<file path="config.mk">
export PLATFORM = sky130hd
export DESIGN_NAME = ps2_kbd_event_rx
export DESIGN_NICKNAME = d
export VERILOG_FILES = /design/src/rtl/ps2_pkg.sv /design/src/rtl/ps2_evt_fifo.sv /design/src/rtl/ps2_kbd_event_rx.sv
export SDC_FILE = /design/constraint.sdc
export NUM_CORES = 1
export LEC_CHECK = 0
export ABC_AREA = 1
export ABC_CLOCK_PERIOD_IN_PS = 3700
export CORE_ASPECT_RATIO = 1.25
export CORE_UTILIZATION = 47
export DETAILED_ROUTE_END_ITERATION = 12
export DONT_BUFFER_PORTS = 1
export PLACE_DENSITY_LB_ADDON = 0.15
export SETUP_SLACK_MARGIN = 0.5
export SYNTH_ARGS = -nofsm -noshare
export SYNTH_HDL_FRONTEND = slang
export SYNTH_SLANG_ARGS = --single-unit
</file>
<file path="constraint.sdc">
create_clock -name clk -period 3.7 [get_ports clk]
set_input_delay 1.11 -clock clk [delete_from_list [all_inputs] [get_ports clk]]
set_output_delay 1.11 -clock clk [all_outputs]
set_load 0.1 [all_outputs]
</file>
<file path="src/rtl/ps2_pkg.sv">
// Shared types and constants for the PS/2 keyboard event receiver.
package ps2_pkg;

  typedef enum logic [1:0] {IDLE, DATA, PARITY, STOP} ps2_state_t;

  localparam logic [7:0] PS2_EXT_PREFIX = 8'hE0;
  localparam logic [7:0] PS2_BRK_PREFIX = 8'hF0;

  typedef struct packed {
    logic       ext;
    logic       brk;
    logic [7:0] code;
  } ps2_evt_t;

  // Odd parity across data plus parity bit.
  function automatic logic ps2_parity_ok(input logic [7:0] d, input logic p);
    return ^{d, p};
  endfunction

endpackage

</file>
<file path="src/rtl/ps2_evt_fifo.sv">
// Show-ahead event FIFO; head is valid whenever the FIFO is non-empty.
module ps2_evt_fifo
  import ps2_pkg::*;
#(
  parameter int FIFO_DEPTH = 8
) (
  input  logic                        clk,
  input  logic                        counter_reset,
  input  logic                        push,
  input  ps2_evt_t                    push_evt,
  input  logic                        pop,
  output ps2_evt_t                    head,
  output logic [$clog2(FIFO_DEPTH):0] count,
  output logic                        full,
  output logic                        empty
);
  localparam int AW = $clog2(FIFO_DEPTH);

  ps2_evt_t        mem [FIFO_DEPTH];
  logic [AW-1:0]   wr_ptr, rd_ptr;
  logic            do_push, do_pop;

  assign empty   = (count == '0);
  assign full    = (count == (AW+1)'(FIFO_DEPTH));
  assign do_pop  = pop && !empty;
  // A full FIFO still accepts a push when the head leaves in the same cycle.
  assign do_push = push && (!full || do_pop);
  assign head    = empty ? '0 : mem[rd_ptr];

  always_ff @(posedge clk or posedge counter_reset) begin
    if (counter_reset) begin
      wr_ptr <= '0;
      rd_ptr <= '0;
      count  <= '0;
    end else begin
      if (do_push) wr_ptr <= wr_ptr + 1'b1;
      if (do_pop)  rd_ptr <= rd_ptr + 1'b1;
      case ({do_push, do_pop})
        2'b10:   count <= count + 1'b1;
        2'b01:   count <= count - 1'b1;
        default: count <= count;
      endcase
    end
  end

  always_ff @(posedge clk) begin
    if (do_push) mem[wr_ptr] <= push_evt;
  end

endmodule

</file>
<file path="src/rtl/ps2_kbd_event_rx.sv">
// Oversampled PS/2 keyboard frame decoder folding E0/F0 prefixes into key events.
module ps2_kbd_event_rx
  import ps2_pkg::*;
#(
  parameter int SYNC_STAGES    = 2,
  parameter int CLK_FILTER     = 4,
  parameter int TIMEOUT_CYCLES = 100000,
  parameter int FIFO_DEPTH     = 8
) (
  input  logic                        clk,
  input  logic                        counter_reset,
  input  logic                        ps2_clk,
  input  logic                        ps2_data,
  input  logic                        evt_ready,
  input  logic                        clear_err,
  output logic                        evt_valid,
  output logic [7:0]                  evt_code,
  output logic                        evt_ext,
  output logic                        evt_break,
  output logic [$clog2(FIFO_DEPTH):0] fifo_count,
  output logic                        overflow,
  output logic                        frame_err
);
  localparam int FW = $clog2(CLK_FILTER + 1);
  localparam int TW = $clog2(TIMEOUT_CYCLES + 1);

  logic [SYNC_STAGES-1:0] clk_sync, dat_sync;
  logic                   clk_s, data_s;
  logic [FW-1:0]          filt_cnt;
  logic                   filt_clk, filt_prev, strobe;

  ps2_state_t state, state_nxt;
  logic [2:0] bit_cnt, bit_nxt;
  logic [7:0] shreg, shreg_nxt;
  logic       par_bit, par_nxt;
  logic [TW-1:0] tmo_cnt, tmo_nxt;
  logic       ext_pend, ext_nxt, brk_pend, brk_nxt;
  logic       push, push_nxt, err_nxt;
  ps2_evt_t   push_evt, evt_nxt, head;
  logic       fifo_full, fifo_empty, drop;

  // Input synchronisers and clock deglitch filter; idle bus level is high.
  always_ff @(posedge clk or posedge counter_reset) begin
    if (counter_reset) begin
      clk_sync  <= '1;
      dat_sync  <= '1;
      filt_cnt  <= '0;
      filt_clk  <= 1'b1;
      filt_prev <= 1'b1;
    end else begin
      clk_sync  <= {clk_sync[SYNC_STAGES-2:0], ps2_clk};
      dat_sync  <= {dat_sync[SYNC_STAGES-2:0], ps2_data};
      filt_prev <= filt_clk;
      if (clk_s != filt_clk) begin
        if (filt_cnt == FW'(CLK_FILTER - 1)) begin
          filt_clk <= clk_s;
          filt_cnt <= '0;
        end else begin
          filt_cnt <= filt_cnt + 1'b1;
        end
      end else begin
        filt_cnt <= '0;
      end
    end
  end

  assign clk_s  = clk_sync[SYNC_STAGES-1];
  assign data_s = dat_sync[SYNC_STAGES-1];
  assign strobe = filt_prev && !filt_clk;

  always_ff @(posedge clk or posedge counter_reset) begin
    if (counter_reset) begin
      state     <= IDLE;
      bit_cnt   <= '0;
      shreg     <= '0;
      par_bit   <= 1'b0;
      tmo_cnt   <= '0;
      ext_pend  <= 1'b0;
      brk_pend  <= 1'b0;
      push      <= 1'b0;
      push_evt  <= '0;
      frame_err <= 1'b0;
    end else begin
      state     <= state_nxt;
      bit_cnt   <= bit_nxt;
      shreg     <= shreg_nxt;
      par_bit   <= par_nxt;
      tmo_cnt   <= tmo_nxt;
      ext_pend  <= ext_nxt;
      brk_pend  <= brk_nxt;
      push      <= push_nxt;
      push_evt  <= evt_nxt;
      frame_err <= err_nxt;
    end
  end

  always_comb begin
    state_nxt = state;
    bit_nxt   = bit_cnt;
    shreg_nxt = shreg;
    par_nxt   = par_bit;
    ext_nxt   = ext_pend;
    brk_nxt   = brk_pend;
    push_nxt  = 1'b0;
    evt_nxt   = push_evt;
    err_nxt   = 1'b0;
    tmo_nxt   = (state == IDLE || strobe) ? '0 : tmo_cnt + 1'b1;

    if (state != IDLE && !strobe && tmo_cnt == TW'(TIMEOUT_CYCLES - 1)) begin
      // Stalled frame: abandon it along with any prefix it followed.
      state_nxt = IDLE;
      err_nxt   = 1'b1;
      ext_nxt   = 1'b0;
      brk_nxt   = 1'b0;
    end else if (strobe) begin
      case (state)
        IDLE: begin
          if (!data_s) begin
            state_nxt = DATA;
            bit_nxt   = '0;
          end else begin
            err_nxt = 1'b1;
          end
        end
        DATA: begin
          shreg_nxt = {data_s, shreg[7:1]};
          bit_nxt   = bit_cnt + 1'b1;
          if (bit_cnt == 3'd7) state_nxt = PARITY;
        end
        PARITY: begin
          par_nxt   = data_s;
          state_nxt = STOP;
        end
        STOP: begin
          state_nxt = IDLE;
          if (data_s && ps2_parity_ok(shreg, par_bit)) begin
            if (shreg == PS2_EXT_PREFIX) begin
              ext_nxt = 1'b1;
            end else if (shreg == PS2_BRK_PREFIX) begin
              brk_nxt = 1'b1;
            end else begin
              push_nxt = 1'b1;
              evt_nxt  = '{ext: ext_pend, brk: brk_pend, code: shreg};
              ext_nxt  = 1'b0;
              brk_nxt  = 1'b0;
            end
          end else begin
            err_nxt = 1'b1;
            ext_nxt = 1'b0;
            brk_nxt = 1'b0;
          end
        end
        default: state_nxt = IDLE;
      endcase
    end
  end

  ps2_evt_fifo #(.FIFO_DEPTH(FIFO_DEPTH)) u_fifo (
    .clk          (clk),
    .counter_reset(counter_reset),
    .push         (push),
    .push_evt     (push_evt),
    .pop          (evt_ready),
    .head         (head),
    .count        (fifo_count),
    .full         (fifo_full),
    .empty        (fifo_empty)
  );

  assign evt_valid = !fifo_empty;
  assign evt_code  = head.code;
  assign evt_ext   = head.ext;
  assign evt_break = head.brk;
  assign drop      = push && fifo_full && !(evt_valid && evt_ready);

  // A drop in the same cycle as clear_err keeps the flag set.
  always_ff @(posedge clk or posedge counter_reset) begin
    if (counter_reset)  overflow <= 1'b0;
    else if (drop)      overflow <= 1'b1;
    else if (clear_err) overflow <= 1'b0;
  end

endmodule
</file>
Yosys cells after proc, flatten, opt, wreduce, memory -nomap -nowiden

Memory sizes are Yosys's and may differ from the RTL's.
Index checks and enable logic that the tools add are counted.

Bits in registers: 65
RAM bits: 80
Bits of input ports: 6
Output and inout bits: 17
Logic and storage cells: 120
Memories kept: 1

Memories:

| name       | depth | bits a word | rd ports | clocked after Yosys merged registers in | write ports | line               | RTL |
|---|---|---|---|---|---|---|---|
| u_fifo.mem | 8     | 10          | 1        | 0                                       | 1           | ps2_evt_fifo.sv:19 | `ps2_evt_t mem [FIFO_DEPTH];` |

Add/sub/neg operators: 7
Equality and inequality tests: 17
Muxes and demuxes: 39
Bitwise logic cells: 3
Reductions and logical operators: 32

Operators with widths:

| kind                    | count |
|---|---|
| $mux W1                 | 26 |
| $add A17 B1 Y17 const B | 1 |
| $eq A17 B17 Y1 const B  | 1 |
| $mux W17                | 1 |
| $eq A8 B8 Y1 const B    | 2 |
| $reduce_and A3 Y1       | 5 |
| $add A3 B1 Y3 const B   | 4 |
| $reduce_bool A2 Y1      | 6 |
| $mux W10                | 1 |
| $mux W3                 | 3 |
| $reduce_xor A9 Y1       | 1 |
| $logic_and A1 B1 Y1     | 8 |
| $mux W2                 | 4 |
| $pmux W2 S4             | 1 |
| $pmux W4 S2             | 1 |
| $eq A2 B2 Y1 const B    | 3 |
| $ne A3 B3 Y1 const B    | 2 |
| $pmux W3 S2             | 1 |
| $reduce_and A6 Y1       | 1 |
| $logic_not A1 Y1        | 5 |
| $add A4 B1 Y4 const B   | 1 |
| $eq A2 B1 Y1 const B    | 2 |
| $eq A4 B4 Y1 const B    | 1 |
| $logic_not A4 Y1        | 1 |
| other kinds (13)        | 16 |

Depth between registers and ports, before layout

Depth in word-level cells: 7
Mapped depth: 14
Depth with buffers taken out: 14

Hierarchy

Synthesis repeated with hierarchy kept, for this count alone.

Cells, all modules: 643
Area total of the unflattened synthesis: 6502.5 um2

Modules (own cells, without submodules):

| module           | instances | cells each | area each (um2) | seq. area each (um2) |
|---|---|---|---|---|
| ps2_evt_fifo     | 1         | 322        | 3778.6          | 2652.5 |
| ps2_kbd_event_rx | 1         | 321        | 2723.9          | 1383.8 |

Worst setup path after synthesis

Ideal clock, no wire load.

Path kind: reg-to-output
Start point: register u_fifo.count[0]
End point: output port evt_break
Arrival: 4049 ps
Required time: 2590 ps
Path slack: -1459 ps
Stages on the path, launching flop included: 8
Path buffers: 1
Path through: dfrtp_1 nor2_1 inv_1 nor3_1 inv_1 clkbuf_1 o21ai_1 a31oi_1

Word-level cells in the longest chain between the ends: 2

RTL lines:

| element                | line                   | RTL |
|---|---|---|
| start, declared        | ps2_evt_fifo.sv:13     | `output logic [$clog2(FIFO_DEPTH):0] count,` |
| start signal, assigned | ps2_evt_fifo.sv:39     | `2'b10: count <= count + 1'b1;` |
| start signal, assigned | ps2_evt_fifo.sv:40     | `2'b01: count <= count - 1'b1;` |
| start signal, assigned | ps2_evt_fifo.sv:41     | `default: count <= count;` |
| $logic_not A4 Y1       | ps2_evt_fifo.sv:23     | `assign empty = (count == '0);` |
| $mux W10               | ps2_evt_fifo.sv:28     | `assign head = empty ? '0 : mem[rd_ptr];` |
| end, declared          | ps2_kbd_event_rx.sv:19 | `output logic evt_break,` |

No other way between the ends.

Worst setup path after layout

Start point: register u_fifo.rd_ptr[0]
End point: output port evt_code[6]

Word-level cells in the longest chain between the ends: 2

RTL lines:

| element                | line                   | RTL |
|---|---|---|
| start, declared        | ps2_evt_fifo.sv:20     | `logic [AW-1:0] wr_ptr, rd_ptr;` |
| start signal, assigned | ps2_evt_fifo.sv:37     | `if (do_pop) rd_ptr <= rd_ptr + 1'b1;` |
| $mem_v2 Z8 W10         | n/a                    |  |
| $mux W10               | ps2_evt_fifo.sv:28     |  |
| end, declared          | ps2_kbd_event_rx.sv:17 | `output logic [7:0] evt_code,` |

No other way between the ends.

==> results.md <==
* Run status: finished, final reports clean
* GPL Wtd Cong at 0.851
* Total gr overflow at 0
* Post-Syn Area at 0.00642 sq mm
* Die height at 133 um
* Setup crit start: u_fifo.rd_ptr[0]
* Maximum vdd ir drop at roughly 660 uV
* Initial antenna violation count at 0
* Footprint of the multi-input gates at around 0.0022 sq mm
* Clk sink count at 145
* Pwr dens at 902 mW/mm^2
* Synth-to-layout area growth at 19.2%
* Final clock skew at 0.00465 ns
* Gate Count Post-Synth at between 600 and 700
* #FFs+latches synth at between 100 and 150
* HP Start: dat_sync[0]
* Worst Tran Pin Value at roughly 0.91 ns
* Reg2Reg Setup Slack at 1.18 ns
* Seq/Total Area, Yosys at 62.9%
* Initial Util at 48.3%
* Final hold vios at 0
* Worst setup SP type: flop
* Fillcell total at 1161
* Worst R2R Start: u_fifo.count[3]
* Reg area at between 0.004 and 0.005 sq mm
* Static Leakage at about 3.0 nW
* Synth area leader: edfxtp_1
* Synth cell types at 40
* Area share of the leading cell type in the synthesized netlist at between 30% and 40%
* Worst Path Max Fanout at 17
* MaxCap Viol Count at 0
* Worst-Skew Late Latency at 0.42 ns
* Residual DRC at 0
* Die area at 0.0141 sq mm
* # port buffers at 0
* Ports at 23
* Row count at between 40 and 50
* Clk slew on worst S/H paths at 0.06 ns
* Antenna viol nets, final at 0
* Core Area at 0.0133 sq mm
* NumNets Final at 692
* Top post-synthesis cells by count: 117 x nand2_1, 103 x nor2_1, 80 x edfxtp_1, 67 x o21ai_0, 59 x dfrtp_1
* Inserted Diodes at 0
* Post-synth ARST share at 44.8%
* Fin cells at 856
* Largest net degree at the start of global routing at 43
* Fmax at 328 MHz
* Setup_tns at 0 ns
* Hold Path Depth at 0
* Hold_buf cts at 0
* First-pass GRT wire length at approximately 21000 um
* Vias at 4493
* Layout cells sized above 1 at 15.9%
* Max Buffers Root-to-Sink at 2
* Post-Syn Area per Cell at 10.0 sq um
* Min-delay worst type: reg -> reg
* Syn nets at 660
* WS Path Type: reg -> out
* Slew Viols, Final at 0
* Die width at 107 um
* Arrival time worst endpoint at 1.94 ns
* Worst R2R End: u_fifo.count[2]
* RSZ-0062 raised after global routing: false
* GRT Total Usage at 19.9%
* Ys flop type: edfxtp_1
* Fin crit share at 82.4%
* Count leader, synth: nand2_1
* CP endpoint kind: output port
* Hold endpoint: dat_sync[1]
* Inserted Clock Buffers at 17
* Placed Cells at 821
* Slew margin rel. at 38.8%
* Vias in the first global route at 4389
* Fin crit period at 3.05 ns
* Worst Reg-to-Reg Cells at 13
* Ranking of synthesized cells by area: edfxtp_1 37%, dfrtp_1 23%, nand2_1 6.8%
* Vias per inst at 5.25
* Worst EP required at 2.59 ns
* Final setup viols at 0
* WL/cell at 14.9 um
* WHS at around 0.35 ns
* Clock root buffer: clkbuf_16
* Overall Power at approximately 0.007 W
* Ys Warns at 0
* CTS tree: done
* Dpl hpwl at about 9000 um
* H-tree levels at 4
* Initial DRC Count at 190
* Wirelength, routed at 12800 um
* Number of synthesized flops with an enable pin at 80
* First-pass iteration count of the detailed router at 4
## kinds of logic (layout without fill, tap and decap cells)
logic type	Yosys count	after routing	share of synthesized area (%)
buffers and inverters	78	123	4.87
AND/OR/NAND/NOR	273	273	18.0
flip-flops	145	145	62.9
multiplexers	1	1	0.175
AO/OA/AOI/OAI	119	119	9.98
adder cells (fa/ha/maj)	14	14	2.73
XOR/XNOR	10	10	1.36
## worst max-delay path by stage
stage / endpoint / slack [ns] / cells after the start
final: evt_code[6] / 0.65 / 7
after global routing: evt_code[3] / 0.52 / 6
after CTS: evt_ext / 0.51 / 4
after detailed placement: evt_code[6] / 0.77 / 7
after global placement: evt_code[0] / 0.85 / 6
after floorplan: evt_break / 0.57 / 7
## where the power goes
part | switching [W] | internal [W]
clock network | 0.000650 | 0.000936
registers | 0.000169 | 0.00188
logic | 0.00221 | 0.00106
## per-layer routing
layer  global-route usage [%]  vias to the layer above  routed length (um)
met2                     34.2                       80                6620
li1                         -                     2232                   -
met3                     4.78                       20                 435
met5                        0                        -                   0
met4                     7.15                        0                 185
met1                     24.3                     2161                5520
## through the flow
step | worst slack, ns | cell area [sq um] | utilization (%)
after floorplan | 0.568 | 6590 | -
after global placement | 0.849 | 7050 | 53.0
after detailed placement | 0.768 | 7050 | 53.0
after CTS | 0.506 | 7630 | 57.4
after global routing | 0.523 | 7660 | 57.6
final | 0.653 | 7660 | 57.6
## layout by cell type (no fill, tap or decap), drive strengths merged, types with 2 or more instances in the layout
cell type | netlist | layout
xor2 | 5 | 5
a31oi | 10 | 10
inv | 57 | 55
dfrtp | 59 | 59
edfxtp | 80 | 80
nand3 | 16 | 16
buf | 5 | 33
o211ai | 2 | 2
dfstp | 6 | 6
nand4 | 11 | 11
o22ai | 10 | 10
clkinvlp | 0 | 5
nor3 | 8 | 8
clkinv | 0 | 11
clkbuf | 16 | 18
o21ai | 86 | 86
a21oi | 8 | 8
ha | 14 | 14
nor2 | 107 | 107
nor4 | 7 | 7
xnor2 | 5 | 5
nand2 | 121 | 121
## what timing repair did
item | CTS | global route
hold endpoints to repair | 0 | 0
resized for setup | 3 | 8
setup buffers | 2 | 0
cloned | 0 | 1
endpoints found under the setup margin | 10 | 10
## sequential cells by signal, indices dropped and copies added (netlist names)
signal         flops
u_fifo.count       4
bit_cnt            3
brk_pend           1
clk_sync           2
u_fifo.mem        80
state              2
push               1
par_bit            1
tmo_cnt           17
u_fifo.wr_ptr      3
u_fifo.rd_ptr      3
ext_pend           1
frame_err          1
dat_sync           2
filt_clk           1
push_evt          10
overflow           1
filt_cnt           3
filt_prev          1
shreg              8
## critical path: stages (launching register included)
cell        delay (ns)
dfrtp_2           0.41
clkinvlp_4        0.14
buf_4             0.21
o21ai_0           0.18
o22ai_1           0.10
o21ai_1           0.22
a31oi_4           0.07
buf_12            0.20
## final cells by class
| cell class | count | area share (%) |
|---|---|---|
| Timing Repair Buffer | 33 | 5.08 |
| Sequential cell | 145 | 52.8 |
| Inverter | 57 | 2.94 |
| Tap cell | 171 | 2.79 |
| Timing Repair inverter | 1 | 0.0981 |
| Multi-Input combinational cell | 417 | 29.0 |
| Clock inverter | 14 | 1.50 |
| Clock buffer | 18 | 5.74 |
(Power assumes the default switching activity.)
